==> config.mk <==
export PLATFORM = sky130hd
export DESIGN_NAME = reg_bank_router
export DESIGN_NICKNAME = d
export VERILOG_FILES = /design/src/rtl/reg_bank_router.sv
export SDC_FILE = /design/constraint.sdc
export NUM_CORES = 1
export LEC_CHECK = 0
export BUFFER_PORTS_ARGS = -buffer_cell sky130_fd_sc_hd__buf_2
export CAP_MARGIN = 20
export CORE_AREA = 2 2 109 111
export DETAILED_ROUTE_END_ITERATION = 12
export DIE_AREA = 0 0 111 113
export GPL_TIMING_DRIVEN = 1
export HOLD_SLACK_MARGIN = 0.06
export PLACE_DENSITY = 0.86
export RECOVER_POWER = 100
export SETUP_SLACK_MARGIN = 0.02
export SLEW_MARGIN = 20
export SYNTH_ARGS = -nofsm -noshare
export SYNTH_HDL_FRONTEND = slang
export SYNTH_SLANG_ARGS = --single-unit
==> constraint.sdc <==
create_clock -name clk -period 3.4 [get_ports clk]
set_input_delay 0.34 -clock clk [delete_from_list [all_inputs] [get_ports clk]]
set_output_delay 0.34 -clock clk [all_outputs]
set_load 0.005 [all_outputs]
==> src/rtl/reg_bank_router.sv <==
// rtl/reg_bank_router.sv - sequencer from the register user interface to NUM_BANKS register banks
module reg_bank_router #(
  parameter int ADDR_WIDTH     = 16,
  parameter int DATA_WIDTH     = 32,
  parameter int NUM_BANKS      = 4,
  parameter int SEL_WIDTH      = 4,
  parameter int TIMEOUT_CYCLES = 64
) (
  input  logic                                 clk,
  input  logic                                 rst,
  input  logic                                 i_reg_in_rdy,
  output logic                                 o_reg_in_ack_stb,
  input  logic [ADDR_WIDTH-1:0]                i_reg_address,
  input  logic [DATA_WIDTH-1:0]                i_reg_in_data,
  input  logic                                 i_reg_out_req,
  output logic                                 o_reg_out_rdy_stb,
  output logic [DATA_WIDTH-1:0]                o_reg_out_data,
  output logic                                 o_reg_invalid_addr,
  output logic [NUM_BANKS-1:0]                 o_bank_wr_stb,
  output logic [NUM_BANKS-1:0]                 o_bank_rd_stb,
  output logic [ADDR_WIDTH-SEL_WIDTH-1:0]      o_bank_addr,
  output logic [DATA_WIDTH-1:0]                o_bank_wdata,
  input  logic [NUM_BANKS-1:0]                 i_bank_ack,
  input  logic [NUM_BANKS-1:0]                 i_bank_err,
  input  logic [NUM_BANKS*DATA_WIDTH-1:0]      i_bank_rdata,
  output logic                                 o_busy
);

  localparam int CNT_W = (TIMEOUT_CYCLES > 2) ? $clog2(TIMEOUT_CYCLES) : 1;

  typedef enum logic [1:0] {IDLE, WAIT_ACK, RESPOND, RELEASE} state_t;

  state_t                  state;
  logic                    is_write;
  logic [NUM_BANKS-1:0]    sel_mask;
  logic [CNT_W-1:0]        cnt;

  logic [SEL_WIDTH-1:0]    sel_in;
  logic [NUM_BANKS-1:0]    dec_mask;
  logic [DATA_WIDTH-1:0]   sel_rdata;
  logic                    ack_hit;
  logic                    err_hit;

  assign sel_in  = i_reg_address[ADDR_WIDTH-1 -: SEL_WIDTH];
  assign ack_hit = |(i_bank_ack & sel_mask);
  assign err_hit = |(i_bank_err & sel_mask);

  // One-hot decode of the incoming bank code (all-zero for unmapped codes) and read-data mux of the latched bank
  always_comb begin
    dec_mask  = '0;
    sel_rdata = '0;
    for (int unsigned k = 0; k < NUM_BANKS; k++) begin
      dec_mask[k] = (32'(sel_in) == k);
      if (sel_mask[k]) sel_rdata = i_bank_rdata[k*DATA_WIDTH +: DATA_WIDTH];
    end
  end

  // Request sequencer: issue, wait for ack or timeout, respond once, then wait for the request to drop
  always_ff @(posedge clk) begin
    if (!rst) begin
      state              <= IDLE;
      is_write           <= 1'b0;
      sel_mask           <= '0;
      cnt                <= '0;
      o_reg_in_ack_stb   <= 1'b0;
      o_reg_out_rdy_stb  <= 1'b0;
      o_reg_out_data     <= '0;
      o_reg_invalid_addr <= 1'b0;
      o_bank_wr_stb      <= '0;
      o_bank_rd_stb      <= '0;
      o_bank_addr        <= '0;
      o_bank_wdata       <= '0;
      o_busy             <= 1'b0;
    end else begin
      o_bank_wr_stb     <= '0;
      o_bank_rd_stb     <= '0;
      o_reg_in_ack_stb  <= 1'b0;
      o_reg_out_rdy_stb <= 1'b0;
      case (state)
        IDLE: begin
          if (i_reg_in_rdy || i_reg_out_req) begin
            is_write     <= i_reg_in_rdy;
            sel_mask     <= dec_mask;
            o_bank_addr  <= i_reg_address[ADDR_WIDTH-SEL_WIDTH-1:0];
            o_bank_wdata <= i_reg_in_data;
            cnt          <= '0;
            o_busy       <= 1'b1;
            if (|dec_mask) begin
              if (i_reg_in_rdy) o_bank_wr_stb <= dec_mask;
              else              o_bank_rd_stb <= dec_mask;
              state <= WAIT_ACK;
            end else begin
              // Unmapped bank: answer immediately with an error, no bank is touched
              o_reg_invalid_addr <= 1'b1;
              o_reg_out_data     <= '0;
              o_reg_in_ack_stb   <= i_reg_in_rdy;
              o_reg_out_rdy_stb  <= ~i_reg_in_rdy;
              state              <= RESPOND;
            end
          end
        end
        WAIT_ACK: begin
          cnt <= cnt + 1'b1;
          if (ack_hit) begin
            o_reg_invalid_addr <= err_hit;
            if (!is_write) o_reg_out_data <= sel_rdata;
            o_reg_in_ack_stb   <= is_write;
            o_reg_out_rdy_stb  <= ~is_write;
            state              <= RESPOND;
          end else if (cnt == CNT_W'(TIMEOUT_CYCLES-1)) begin
            o_reg_invalid_addr <= 1'b1;
            o_reg_out_data     <= '0;
            o_reg_in_ack_stb   <= is_write;
            o_reg_out_rdy_stb  <= ~is_write;
            state              <= RESPOND;
          end
        end
        RESPOND: begin
          state <= RELEASE;
        end
        RELEASE: begin
          if (!i_reg_in_rdy && !i_reg_out_req) begin
            state  <= IDLE;
            o_busy <= 1'b0;
          end
        end
        default: begin
          state  <= IDLE;
          o_busy <= 1'b0;
        end
      endcase
    end
  end

endmodule

## Word-level counts from Yosys, hierarchy flattened

Cells that the tools add are included.

| word-level totals | value |
|---|---|
| flip-flop bits (word level) | 101 |
| bits in latches | 0 |
| bits in writable memories | 0 |
| memory bits (read-only) | 0 |
| input port bits | 188 |
| output and inout bits | 88 |
| memories | 0 |

| cells by class | value |
|---|---|
| add/sub/neg operators | 1 |
| multiply operators | 0 |
| div/mod/pow operators | 0 |
| order comparisons | 0 |
| eq/ne operators | 12 |
| shift operators | 0 |
| mux-type cells | 36 |
| bitwise logic cells | 8 |
| reduce and logical (&&, ||, !) cells | 19 |

Operators with widths:

| kind | count |
|---|---|
| $mux W32 | 9 |
| $pmux W32 S2 | 1 |
| $mux W1 | 14 |
| $pmux W6 S2 | 1 |
| $reduce_or A4 Y1 | 3 |
| $mux W2 | 5 |
| $reduce_and A5 Y1 | 2 |
| $and A4 B4 Y4 | 2 |
| $eq A4 B2 Y1 const B | 2 |
| $pmux W1 S2 | 4 |
| $pmux W2 S4 | 1 |
| $add A6 B1 Y6 const B | 1 |
| $eq A6 B6 Y1 const B | 1 |
| $mux W6 | 1 |
| $ne A2 B2 Y1 const B | 3 |
| $ne A3 B3 Y1 const B | 2 |
| $not A1 Y1 | 6 |
| $reduce_and A3 Y1 | 2 |
| $reduce_or A5 Y1 | 1 |
| $eq A2 B2 Y1 const B | 2 |
| $eq A4 B1 Y1 const B | 1 |
| $logic_not A4 Y1 | 1 |
| $reduce_and A2 Y1 | 2 |
| $reduce_and A4 Y1 | 1 |
| 6 further kinds | 8 |

## Longest topological paths before layout

Gate-level depths: netlist of the first run.

| depth | value |
|---|---|
| depth after elaboration | 7 |
| mapped depth | 8 |

## Worst setup path before layout of the first run

OpenSTA, ideal clock, no wires.

| timing | value |
|---|---|
| path kind | register -> register |
| start | reg state[1] |
| end | reg o_reg_out_data[10] |
| setup time | 0.117 ns |
| arrival time | 1.517 ns |
| path slack | 1.767 ns |
| cell stages (with the launch flop) | 8 |
| buffers on the path | 1 |
| period minus slack after synthesis | 1.633 ns |
| cell sequence | dfxtp_1 inv_1 ha_1 and2_1 a21bo_2 a31oi_4 buf_6 a22o_1 |

| between the ends | value |
|---|---|
| cells in the longest elaborated chain, start to end | 3 |
| elaborated cells on any way between the ends | 9 |
| those cells by class | eq/ne (5); mux (1); reduce/logical (3) |

Ends and longest elaborated chain:

| element | line | RTL |
|---|---|---|
| from (decl) | 33 | `state_t state;` |
| from (signal assigned) | 61 | `state <= IDLE;` |
| from (signal assigned) | 91 | `state <= WAIT_ACK;` |
| from (signal assigned) | 98 | `state <= RESPOND;` |
| $eq A2 B1 Y1 or $logic_not A2 Y1 (tied branches) | 79 | `case (state)` |
| $ne A3 B3 Y1 (no line) (tied with other cells) | n/a |  |
| $reduce_and A5 Y1 (no line) | n/a |  |
| to (signal assigned) | 106 | `if (!is_write) o_reg_out_data <= sel_rdata;` |
| to (decl) | 17 | `output logic [DATA_WIDTH-1:0] o_reg_out_data,` |

Parallel ways exist; a longest one is shown, timed or not.
A chain may end at the register's enable or synchronous reset.

## Worst setup path after layout of the first run

| timing | value |
|---|---|
| start | reg state[0] |
| end | reg o_reg_out_data[2] |

The elaborated chain is that of the path after synthesis.

==> flow_summary.rst, run 1 <==
.. list-table::
   :header-rows: 1

   * - Metric
     - Value
   * - Initial standard-cell utilization of the core
     - 0.4090
   * - Setup slack, reg-to-reg
     - 0.79 ns
   * - CP max stage cell
     - o21ai_0
   * - Wire length of the first global-routing pass
     - 22.68 mm
   * - Type of the worst min-delay path
     - in2reg
   * - Critical Path Start Type
     - flop
   * - Number of warning messages in the yosys log
     - 0
   * - Accumulated negative setup slack
     - 0 ns
   * - Path type of the worst setup path
     - reg2reg
   * - Remaining Overflow, GRT
     - 0
   * - Routed Antenna Nets
     - 0
   * - Clock-pin slew reported for the worst setup and hold paths after clock tree synthesis
     - 0.08 ns
   * - Number of antenna repair diodes
     - 0
   * - Routed wire length
     - 14.68 mm
   * - Critical path's largest stage delay
     - 0.56 ns
   * - Count of endpoints failing setup in the final report
     - 0
   * - Static Leakage
     - 2.647 nW
   * - GPL Wtd Cong
     - 0.8816
   * - Worst IR drop on VDD
     - 342.7 uV
   * - Per-instance average area after synthesis
     - 8.460 um2
   * - Relative slew slack
     - 0.1847
   * - Number of top-level pins
     - 276
   * - Die area
     - 12540 um2
   * - Worst-Skew Late Latency
     - 0.34 ns
   * - Required @ worst endpoint
     - 3.63 ns
   * - Cell area after synthesis
     - 4611 um2
   * - Most frequent standard cell in the layout excluding fill and tap cells
     - buf_2
   * - # fillers
     - 1073
   * - Proportion of synthesized chip area in sequential cells
     - 0.4385
   * - Beginning of the worst hold path
     - i_reg_in_data[19]
   * - Hold violation count in the final report
     - 0
   * - CTS tree
     - yes
   * - Post-synthesis cell type count
     - 44
   * - Vias in the first global route
     - 4689
   * - Layout overhead on the synthesized area
     - 34.06%
   * - PD cells
     - 555.6 nW/um2
   * - Quantity of I/O buffers inserted on ports
     - 275
   * - Largest buffer count on any clock path
     - 2
   * - Number of nets produced by synthesis
     - 738
   * - Post-CTS Hold Buffers
     - 0
   * - Nets
     - 985
   * - DRC violations left
     - 0
   * - Horizontal die dimension
     - 111 um
   * - Gr usage total
     - 0.2233
   * - RR Endpoint
     - o_reg_out_data[2]
   * - Pin count of the biggest net entering global routing
     - 67
   * - Initial antenna violation count
     - 0
   * - WP buf/inv
     - 1
   * - Violation count after the first detailed-route iteration
     - 304
   * - Shortest period the worst path allows
     - 2.611 ns
   * - Number of cells on the worst hold path
     - 3
   * - Number of buffers inserted during clock tree synthesis
     - 9
   * - Total half-perimeter wirelength after legalization and detailed placement
     - 11.09 mm
   * - FF-to-FF Start
     - state[0]
   * - CP cell instances
     - inv_1 > ha_1 > o21ai_4 > o21ai_0 > a31oi_4 > a22o_1
   * - Worst hold endpoint
     - o_bank_wdata[19]
   * - Fin cells
     - 940
   * - # Max-Cap Violations
     - 0
   * - Number of instances in the placed design
     - 924
   * - Library cell used as clock root buffer
     - clkbuf_16
   * - Via count
     - 4918
   * - Utilization after layout
     - 0.5483
   * - Final worst path period share
     - 0.7679
   * - Number of max-slew violations in the final report
     - 0
   * - Die extent in y
     - 113 um
   * - Seq cells post-synth
     - 101
   * - Std-Cell Core Area
     - 11270 um2
   * - Cell count of the worst reg-to-reg path
     - 6
   * - Ratio of cells with drive above 1 in the final layout
     - 0.3137
   * - CTS Sinks
     - 101
   * - Most frequent cells in the layout
     - buf_2 (218), nand2_1 (135), dfxtp_1 (99), clkbuf_1 (57), a21oi_1 (54)
   * - Maximum fanout count along the critical path
     - 32
   * - 1st-pass router iterations
     - 4
   * - Fraction of registers with async set/reset
     - 0
   * - Achievable Freq
     - 383.0 MHz
   * - Total number of H-tree levels
     - 3
   * - Wirelength per Cell
     - 15.61 um
   * - Arrival time reported for the critical path endpoint
     - 2.84 ns
   * - Largest delay share family, worst path
     - compound AO/OA/AOI/OAI gates
   * - Via density per instance
     - 5.232
   * - Number of cells upsized or downsized after cts
     - 0
   * - Transition time at the pin with the least slew margin
     - 1.223 ns
   * - Setup clock skew after layout
     - 0.008176 ns
   * - Most common flop cell mapped by yosys
     - dfxtp_1
   * - Number of setup buffers added after CTS
     - 0
   * - Number of synthesized flops with an enable pin
     - 0
   * - Crit. End Element
     - flop
   * - Cells after synthesis
     - 545
   * - Unrepaired setup endpoints after global routing
     - no
   * - Number of placement rows
     - 39
   * - Run status
     - finished clean
-- metal layers --
metal | wire length, um | share of wire | vias up | global-route usage
met1 | 5781 | 0.39 | 2226 | 0.2544
met5 | 0 | 0 | - | 0
met3 | 1255 | 0.086 | 29 | 0.05945
met2 | 7193 | 0.49 | 219 | 0.3943
met4 | 444 | 0.030 | 0 | 0.1000
li1 | - | - | 2444 | -
-- worst min-delay path: cells and delay by family --
family | cells | cell delay, ns
buffers and inverters | 1 | 0.09
AOI/OAI and AO/OA | 1 | 0.05
and+or+nand+nor | 1 | 0.04
-- per-stage QoR --
stage | power, mW | hold WS [ns] | instance area (um2) | worst slack [ns]
floorplan | 2.124 | 0.4168 | 4611 | 1.767
global placement | 2.472 | 0.4379 | 5981 | 1.210
detailed placement | 2.493 | 0.4430 | 5981 | 1.145
CTS | 3.499 | 0.2141 | 6277 | 1.140
global route | 3.654 | 0.2208 | 6181 | 0.5482
finish | 3.434 | 0.2284 | 6181 | 0.7890
-- worst max path at each step --
| stage | from | end | slack [ns] | depth (start not counted) |
|---|---|---|---|---|
| floorplan | state[1] | o_reg_out_data[10] | 1.77 | 7 |
| global placement | state[0] | o_reg_out_data[31] | 1.21 | 6 |
| detailed placement | state[0] | o_reg_out_data[6] | 1.14 | 6 |
| CTS | state[0] | o_reg_out_data[1] | 1.14 | 6 |
| global route | state[0] | o_reg_out_data[22] | 0.55 | 6 |
| finish | state[0] | o_reg_out_data[2] | 0.79 | 6 |
-- cells by family after synthesis --
kind of cell / Yosys count / share of synthesized area
AO/OA/AOI/OAI: 173 / 0.2811
flip-flops: 101 / 0.4385
buffers and inverters: 51 / 0.05780
multiplexers: 1 / 0.002171
XOR/XNOR: 4 / 0.007600
AND/OR/NAND/NOR: 210 / 0.1992
adder cells (fa/ha/maj): 5 / 0.01357
-- cells in the mapped netlist, types with 2 or more instances --
| cell | number | area share |
|---|---|---|
| nand2_1 | 135 | 0.11 |
| o2111ai_1 | 2 | 0.0038 |
| nor4_1 | 2 | 0.0027 |
| inv_1 | 4 | 0.0033 |
| o31ai_1 | 32 | 0.052 |
| nor3_1 | 3 | 0.0033 |
| nand4_1 | 2 | 0.0027 |
| o21ai_0 | 3 | 0.0033 |
| buf_6 | 8 | 0.020 |
| a21oi_1 | 54 | 0.059 |
| nor2b_1 | 35 | 0.047 |
| clkbuf_1 | 25 | 0.020 |
| nand2b_1 | 3 | 0.0041 |
| buf_2 | 12 | 0.013 |
| nand3_1 | 4 | 0.0043 |
| ha_1 | 5 | 0.014 |
| buf_1 | 2 | 0.0016 |
| nor2_1 | 21 | 0.017 |
| a22oi_1 | 2 | 0.0033 |
| a22o_1 | 32 | 0.061 |
| o211ai_1 | 2 | 0.0033 |
| xor2_1 | 3 | 0.0057 |
| a221oi_1 | 33 | 0.063 |
| dfxtp_1 | 101 | 0.44 |
-- state kept, by name, indices dropped and copies added, names as in the netlist, 2 cells and up --
name            cells
o_bank_addr        12
state               2
cnt                 6
o_bank_rd_stb       4
o_bank_wr_stb       4
sel_mask            4
o_bank_wdata       32
o_reg_out_data     32
-- where the power goes --
group | switching (mW) | total (mW) | internal [mW]
clock | 0.488 | 1.00 | 0.516
combinational | 0.628 | 1.01 | 0.379
sequential | 0.0820 | 1.42 | 1.34
-- cell type report --
type	instances	area, um2	area share
inverters	4	15.01	0.002429
repair buffers	283	1365	0.2209
clock inverters	7	71.32	0.01154
multi-input cells	393	2301	0.3723
flip-flops and latches	101	2024	0.3275
well taps	143	178.9	0.02895
clock buffers	9	225.2	0.03644
Note: power is estimated with default switching activity, not from simulation.
==> run 2: changes to the inputs <==
--- a/config.mk
+++ b/config.mk
@@ -7,12 +7,12 @@
 export LEC_CHECK = 0
 export BUFFER_PORTS_ARGS = -buffer_cell sky130_fd_sc_hd__buf_2
 export CAP_MARGIN = 20
-export CORE_AREA = 2 2 109 111
+export CORE_MARGIN = 2
+export CORE_UTILIZATION = 44
 export DETAILED_ROUTE_END_ITERATION = 12
-export DIE_AREA = 0 0 111 113
 export GPL_TIMING_DRIVEN = 1
 export HOLD_SLACK_MARGIN = 0.06
-export PLACE_DENSITY = 0.86
+export PLACE_DENSITY = 0.91
 export RECOVER_POWER = 100
 export SETUP_SLACK_MARGIN = 0.02
 export SLEW_MARGIN = 20
==> constraint.sdc (replaced) <==
create_clock -name clk -period 2.7 [get_ports clk]
set_input_delay 0.27 -clock clk [delete_from_list [all_inputs] [get_ports clk]]
set_output_delay 0.27 -clock clk [all_outputs]
set_load 0.005 [all_outputs]
==> run 2 against run 1 <==
Sequential share of layout area grew 0.32 points. Total power is 19% higher. Non-clock buffer count is 2 higher. Clock power about the same. Flip-flop and latch count stayed put. Cell count shrank 0.43%. Critical path depth did not move. Design area fell by 0.97%. First-iteration DRC count up 30%. Critical path type unchanged.
==> flow_summary.rst, run 2 (synthesis gave the netlist of run 1 again) <==
.. list-table::
   :header-rows: 1

   * - Metric
     - Value
   * - Total half-perimeter wirelength after legalization and detailed placement
     - 11.22 mm (+1.1%)
   * - Layout overhead on the synthesized area
     - 32.75%
   * - Wire length of the first global-routing pass
     - 22.49 mm (-0.82%)
   * - Critical path's largest stage delay
     - 0.75 ns (+0.19 ns)
   * - Die area
     - 11310 um2 (-9.8%)
   * - Ratio of cells with drive above 1 in the final layout
     - 0.3304 (+0.01674)
   * - PD cells
     - 666.3 nW/um2 (+20%)
   * - 1st-pass router iterations
     - 5 (+1)
   * - Initial antenna violation count
     - 1 (+1)
   * - Topmost layer with routed signal wires
     - met4
   * - Sum of met2 wire segment lengths after detailed routing
     - 7.299 mm (+1.5%)
   * - Critical Path Start Type
     - flop
   * - Number of placement rows
     - 37 (-5.1%)
   * - Met3 wire length
     - 1.545 mm (+23%)
   * - Quantity of I/O buffers inserted on ports
     - 275 (unchanged)
   * - Static Leakage
     - 2.679 nW (+1.2%)
   * - Pin count of the biggest net entering global routing
     - 67 (unchanged)
   * - CP cell instances
     - inv_1 > ha_1 > o21ai_4 > o21ai_2 > a31oi_4 > a22o_1
   * - WP buf/inv
     - 1 (unchanged)
   * - Std-Cell Core Area
     - 10230 um2 (-9.2%)
   * - Post-placement worst setup slack
     - 0.3255 ns (-0.8191 ns)
   * - Clock-pin slew reported for the worst setup and hold paths after clock tree synthesis
     - 0.10 ns (+0.02 ns)
   * - DRC violations left
     - 0 (unchanged)
   * - Via density per instance
     - 5.345 (+2.2%)
   * - CTS tree
     - yes
   * - Achievable Freq
     - 414.5 MHz (+8.2%)
   * - Routed Antenna Nets
     - 0 (unchanged)
   * - Worst Setup SP
     - state[0]
   * - Beginning of the worst hold path
     - i_reg_in_data[21]
   * - Path type of the worst setup path
     - reg2reg
   * - CP max stage cell
     - a31oi_4
   * - Gr usage total
     - 0.2508 (+0.02748)
   * - Run status
     - finished clean
   * - Nets
     - 987 (+0.20%)
   * - Remaining Overflow, GRT
     - 0 (unchanged)
   * - Post-route met1 wirelength
     - 5.775 mm (-0.10%)
   * - Wirelength per Cell
     - 16.10 um (+3.1%)
   * - Vias in the first global route
     - 4727 (+0.81%)
   * - GPL Wtd Cong
     - 0.9074 (+2.9%)
   * - Worst IR drop on VDD
     - 456.0 uV (+33%)
   * - Type of the worst min-delay path
     - in2reg
   * - # fillers
     - 974 (-9.2%)
   * - Most frequent cells in the layout
     - buf_2 (228), nand2_1 (135), dfxtp_1 (99), a21oi_1 (54), clkbuf_1 (47)
   * - Largest buffer count on any clock path
     - 2 (unchanged)
   * - Area occupied by multi-input gates
     - 2318 um2 (+0.76%)
   * - Number of setup buffers added after CTS
     - 0 (unchanged)
   * - Total number of H-tree levels
     - 3 (unchanged)
   * - Shortest period the worst path allows
     - 2.412 ns (-0.1985 ns)
   * - Setup WS post-layout
     - 0.2876 ns (-0.5015 ns)
   * - Most frequent standard cell in the layout excluding fill and tap cells
     - buf_2
   * - Via count
     - 5003 (+1.7%)
   * - Largest registers
     - o_bank_wdata: 32 flops, o_reg_out_data: 32 flops, o_bank_addr: 12 flops
   * - Relative slew slack
     - 0.3881 (+0.2034)
   * - FF-to-FF Start
     - state[0]
   * - # Max-Cap Violations
     - 0 (unchanged)
   * - Maximum fanout count along the critical path
     - 32 (unchanged)
   * - Number of cells upsized or downsized after cts
     - 0 (unchanged)
   * - Worst-Skew Late Latency
     - 0.36 ns (+0.02 ns)
   * - Crit. End Element
     - flop
   * - Unrepaired setup endpoints after global routing
     - no
   * - Number of max-slew violations in the final report
     - 0 (unchanged)
   * - Initial standard-cell utilization of the core
     - 0.4507 (+0.04162)
   * - Final worst path period share
     - 0.8935 (+0.1256)
   * - Number of buffers inserted during clock tree synthesis
     - 9 (unchanged)
   * - Library cell used as clock root buffer
     - clkbuf_8
   * - Number of top-level pins
     - 276 (unchanged)
   * - Hold violation count in the final report
     - 0 (unchanged)
   * - Accumulated negative setup slack
     - 0 ns (unchanged)
   * - Die extent in y
     - 106.4 um (-5.9%)
   * - Required @ worst endpoint
     - 3.01 ns (-0.62 ns)
   * - Post-CTS Hold Buffers
     - 0 (unchanged)
   * - Horizontal die dimension
     - 106.4 um (-4.2%)
   * - Largest delay share family, worst path
     - compound AO/OA/AOI/OAI gates
   * - Seq. cell area
     - 2024 um2 (unchanged)
   * - Count of endpoints failing setup in the final report
     - 0 (unchanged)
   * - Violation count after the first detailed-route iteration
     - 394 (+30%)
   * - Arrival time reported for the critical path endpoint
     - 2.72 ns (-0.12 ns)
   * - Setup clock skew after layout
     - 0.008007 ns (-0.0001681 ns)
   * - CTS Sinks
     - 101 (unchanged)
   * - Routed wire length
     - 15.07 mm (+2.7%)
   * - Setup slack, reg-to-reg
     - 0.29 ns (-0.50 ns)
   * - Transition time at the pin with the least slew margin
     - 0.9178 ns (-0.3051 ns)
==> run 2: cell count changes in the layout (fill, tap and decap cells not counted), moves of 2 or more <==
| cell | before | now |
|---|---|---|
| inv_8 | 2 | 0 |
| clkbuf_8 | 0 | 10 |
| buf_2 | 218 | 228 |
| clkbuf_2 | 0 | 2 |
| inv_6 | 0 | 3 |
| clkinv_4 | 2 | 0 |
| clkbuf_16 | 9 | 0 |
| clkbuf_1 | 57 | 47 |
==> run 2: worst register-to-register path, stage by stage, from the launching register on <==
cell and delay [ns]:
dfxtp_1 0.39, inv_1 0.09, ha_1 0.35, o21ai_4 0.29, o21ai_2 0.20, a31oi_4 0.75
a22o_1 0.29
==> run 2: area by class of cell <==
class | instances | area share
Multi-Input combinational cell | 393 | 0.3788
Sequential cell | 101 | 0.3307
Timing Repair Buffer | 285 | 0.2261
Tap cell | 136 | 0.02780
Clock buffer | 10 | 0.02249
Clock inverter | 6 | 0.01124
Inverter | 4 | 0.002453
Antenna cell | 1 | 0.0004088
==> run 2: path summary, 6_finish.rpt <==
kind / cells past startpoint / end
setup / recovery: 6 / o_reg_out_data[23]
hold / removal: 3 / o_bank_wdata[21]
setup reg to reg: 6 / o_reg_out_data[23]
hold reg to reg: 2 / o_bank_wdata[1]
==> run 2: stage by stage <==
step	power, mW	hold WS [ns]	area [um2]	std cells	util
3_5_place_dp	3.152	0.4430	5987	919	0.5852
2_1_floorplan	2.675	0.3468	4611	545	-
3_3_place_gp	3.125	0.4392	5987	919	0.5852
6_report	4.078	0.1302	6121	936	0.5983
5_1_grt	4.349	0.1087	6121	936	0.5983
4_1_cts	4.153	0.1106	6193	935	0.6054
==> run 2: per-layer routing <==
layer / GRT usage / up-vias
li1: - / 2450
met1: 0.2939 / 2256
met2: 0.4295 / 268
met3: 0.06990 / 29
met4: 0.1043 / 0
met5: 0 / -
==> run 2: report_power, final <==
part           internal, mW  switching (mW)
Combinational         0.479           0.799
Clock                 0.463           0.544
Sequential             1.69           0.106
Total                  2.63            1.45
==> run 3: changes to the inputs <==
--- a/config.mk
+++ b/config.mk
@@ -8,11 +8,11 @@
 export BUFFER_PORTS_ARGS = -buffer_cell sky130_fd_sc_hd__buf_2
 export CAP_MARGIN = 20
 export CORE_MARGIN = 2
-export CORE_UTILIZATION = 44
+export CORE_UTILIZATION = 30
 export DETAILED_ROUTE_END_ITERATION = 12
 export GPL_TIMING_DRIVEN = 1
 export HOLD_SLACK_MARGIN = 0.06
-export PLACE_DENSITY = 0.91
+export PLACE_DENSITY = 0.69
 export RECOVER_POWER = 100
 export SETUP_SLACK_MARGIN = 0.02
 export SLEW_MARGIN = 20
==> run 3 against run 2 <==
Non-clock buffer count shrank 1. Sequential share of layout area shrank 0.90 points. Worst setup slack gained 0.24 ns. Total power grew 9.6%. Register-to-register slack gained 0.24 ns. Sequential power is essentially flat. Cell count grew 5.3%. Global-route usage shrank 7.2 points. Maximum frequency grew 11%. Count of clock-buffer cells in the layout is the same. Flip-flop and latch count is the same.
==> flow_summary.rst, run 3 (synthesis gave the netlist of run 1 again) <==
.. list-table::
   :header-rows: 1

   * - Metric
     - Value
   * - Static Leakage
     - 2.667 nW (-0.46%)
   * - Number of buffers inserted during clock tree synthesis
     - 9 (unchanged)
   * - Arrival time reported for the critical path endpoint
     - 2.46 ns (-0.26 ns)
   * - Nets
     - 986 (-0.10%)
   * - Via density per instance
     - 5.010 (-6.3%)
   * - Most frequent standard cell in the layout excluding fill and tap cells
     - buf_2
   * - Via count
     - 4940 (-1.3%)
   * - Post-CTS Hold Buffers
     - 0 (unchanged)
   * - GPL Wtd Cong
     - 0.7705 (-15%)
   * - Most frequent cells in the layout
     - buf_2 (212), nand2_1 (135), dfxtp_1 (99), clkbuf_1 (64), a21oi_1 (54)
   * - FF-to-FF Start
     - state[0]
   * - Wire length of the first global-routing pass
     - 22.84 mm (+1.5%)
   * - Type of the worst min-delay path
     - in2reg
   * - Setup clock skew after layout
     - 0.007940 ns (-0.00006705 ns)
   * - Utilization after layout
     - 0.4170 (-0.1813)
   * - Critical path's largest stage delay
     - 0.42 ns (-0.33 ns)
   * - Unrepaired setup endpoints after global routing
     - no
   * - Fin cells
     - 986 (+5.3%)
   * - Initial standard-cell utilization of the core
     - 0.3056 (-0.1451)
   * - Internal portion of total power
     - 2.994 mW (+14%)
   * - Number of setup buffers added after CTS
     - 0 (unchanged)
   * - Shortest period the worst path allows
     - 2.175 ns (-0.2377 ns)
   * - CP cell instances
     - inv_1 > ha_1 > o21ai_4 > o21ai_2 > and4_1 > buf_4 > a22o_1
   * - Total half-perimeter wirelength after legalization and detailed placement
     - 11.59 mm (+3.4%)
   * - Accumulated negative setup slack
     - 0 ns (unchanged)
   * - WP buf/inv
     - 2 (+1)
   * - Run status
     - finished clean
   * - Number of antenna repair diodes
     - 0 (-1)
   * - Hold violation count in the final report
     - 0 (unchanged)
   * - Cell count of the worst reg-to-reg path
     - 7 (+1)
   * - Critical Path Start Type
     - flop
   * - CTS Sinks
     - 101 (unchanged)
   * - Layout overhead on the synthesized area
     - 36.47%
   * - Crit. End Element
     - flop
   * - CTS tree
     - yes
   * - End point of the critical path
     - o_reg_out_data[7]
   * - Die area
     - 16380 um2 (+45%)
   * - Number of cells upsized or downsized after cts
     - 0 (unchanged)
   * - Switching power of the nets
     - 1.477 mW (+1.9%)
   * - DRC violations left
     - 0 (unchanged)
   * - Relative contribution of combinational cells to total power
     - 0.286 (-0.028)
   * - Gr usage total
     - 0.1788 (-0.07194)
   * - RR Endpoint
     - o_reg_out_data[7]
   * - Count of endpoints failing setup in the final report
     - 0 (unchanged)
   * - Path type of the worst setup path
     - reg2reg
   * - Final worst path period share
     - 0.8055 (-0.08802)
   * - Worst-Skew Late Latency
     - 0.34 ns (-0.02 ns)
   * - Total number of cells along the worst setup path
     - 7 (+1)
   * - Largest registers
     - o_bank_wdata: 32 flops, o_reg_out_data: 32 flops, o_bank_addr: 12 flops
   * - Std-Cell Core Area
     - 15090 um2 (+47%)
   * - Wirelength per Cell
     - 15.52 um (-3.6%)
   * - Ratio of cells with drive above 1 in the final layout
     - 0.3095 (-0.02089)
   * - Transition time at the pin with the least slew margin
     - 0.6379 ns (-0.2800 ns)
   * - Number of max-slew violations in the final report
     - 0 (unchanged)
   * - Routed Antenna Nets
     - 0 (unchanged)
   * - Library cell used as clock root buffer
     - clkbuf_16
   * - Initial antenna violation count
     - 1 (unchanged)
   * - Remaining Overflow, GRT
     - 0 (unchanged)
   * - Worst Setup SP
     - state[0]
   * - # Max-Cap Violations
     - 0 (unchanged)
   * - Setup slack, reg-to-reg
     - 0.53 ns (+0.24 ns)
   * - Quantity of I/O buffers inserted on ports
     - 275 (unchanged)
   * - Maximum fanout count along the critical path
     - 32 (unchanged)
   * - Violation count after the first detailed-route iteration
     - 230 (-42%)
   * - Total number of H-tree levels
     - 3 (unchanged)
   * - PD cells
     - 710.6 nW/um2 (+6.7%)
   * - Number of instances in the placed design
     - 970 (+5.5%)
   * - Die extent in y
     - 128.0 um (+20%)
   * - Pin count of the biggest net entering global routing
     - 67 (unchanged)
   * - Worst IR drop on VDD
     - 563.1 uV (+23%)
   * - Number of placement rows
     - 45 (+22%)
   * - Setup WS post-layout
     - 0.5252 ns (+0.2377 ns)
   * - Clock share of power
     - 0.313 (+0.066)
   * - Switching part of the total
     - 0.3304 (-0.02494)
   * - Largest buffer count on any clock path
     - 2 (unchanged)
   * - Part of the total power dissipated in sequential elements
     - 0.401 (-0.039)
   * - Relative slew slack
     - 0.5747 (+0.1866)
   * - Vias in the first global route
     - 4544 (-3.9%)
   * - Beginning of the worst hold path
     - i_reg_address[5]
   * - Clock-pin slew reported for the worst setup and hold paths after clock tree synthesis
     - 0.07 ns (-0.03 ns)
   * - Routed wire length
     - 15.30 mm (+1.5%)
   * - Number of top-level pins
     - 276 (unchanged)
   * - Achievable Freq
     - 459.8 MHz (+11%)
   * - Horizontal die dimension
     - 128.0 um (+20%)
   * - 1st-pass router iterations
     - 7 (+2)
   * - Required @ worst endpoint
     - 2.99 ns (-0.02 ns)
   * - Post-placement worst setup slack
     - 0.5265 ns (+0.2010 ns)
   * - Largest delay share family, worst path
     - compound AO/OA/AOI/OAI gates
   * - CP max stage cell
     - ha_1
==> run 3: how the worst min path moves through the flow <==
stage | end | slack [ns] | cells past startpoint
2_1_floorplan | o_bank_rd_stb[0] | 0.35 | 1
3_3_place_gp | o_bank_wdata[27] | 0.44 | 2
3_5_place_dp | o_bank_wdata[22] | 0.44 | 2
4_1_cts | o_bank_addr[5] | 0.14 | 3
5_1_grt | o_bank_wdata[16] | 0.14 | 3
6_report | o_bank_addr[5] | 0.16 | 3
==> run 3: per-layer routing <==
metal	GRT usage	vias to the layer above	share of wire
met2	0.3070	231	0.47
li1	-	2448	-
met4	0.07563	2	0.026
met5	0	-	0.0010
met3	0.06219	22	0.095
met1	0.2020	2237	0.41
==> run 3: per-stage QoR <==
| step | power, mW | cell area [um2] | hold WS [ns] |
|---|---|---|---|
| after floorplan | 2.675 | 4611 | 0.3468 |
| after global placement | 3.145 | 6057 | 0.4378 |
| after detailed placement | 3.157 | 6057 | 0.4441 |
| after CTS | 4.583 | 6379 | 0.1384 |
| after global routing | 4.779 | 6292 | 0.1437 |
| final | 4.471 | 6292 | 0.1552 |
==> run 3: tightest hold or removal path, stage by stage <==
cell     delay [ns]
buf_2          0.09
nand2_1        0.04
a21oi_1        0.05
==> run 3: cell type report <==
cell class	count	area [um2]
clock buffer	10	229.0
sequential	101	2024
multi-input combinational	393	2318
inverter	4	15.01
tap	188	235.2
fill	1592	8797
timing repair buffer	284	1378
clock inverter	6	92.59
==> run 3: power by group through the flow <==
stage               Sequential (mW)  Clock, mW  Combinational (mW)
finish                         1.79       1.40                1.28
global route                   1.82       1.50                1.46
CTS                            1.79       1.45                1.34
detailed placement             1.82          0                1.34
global placement               1.81          0                1.33
floorplan                      1.83          0               0.840
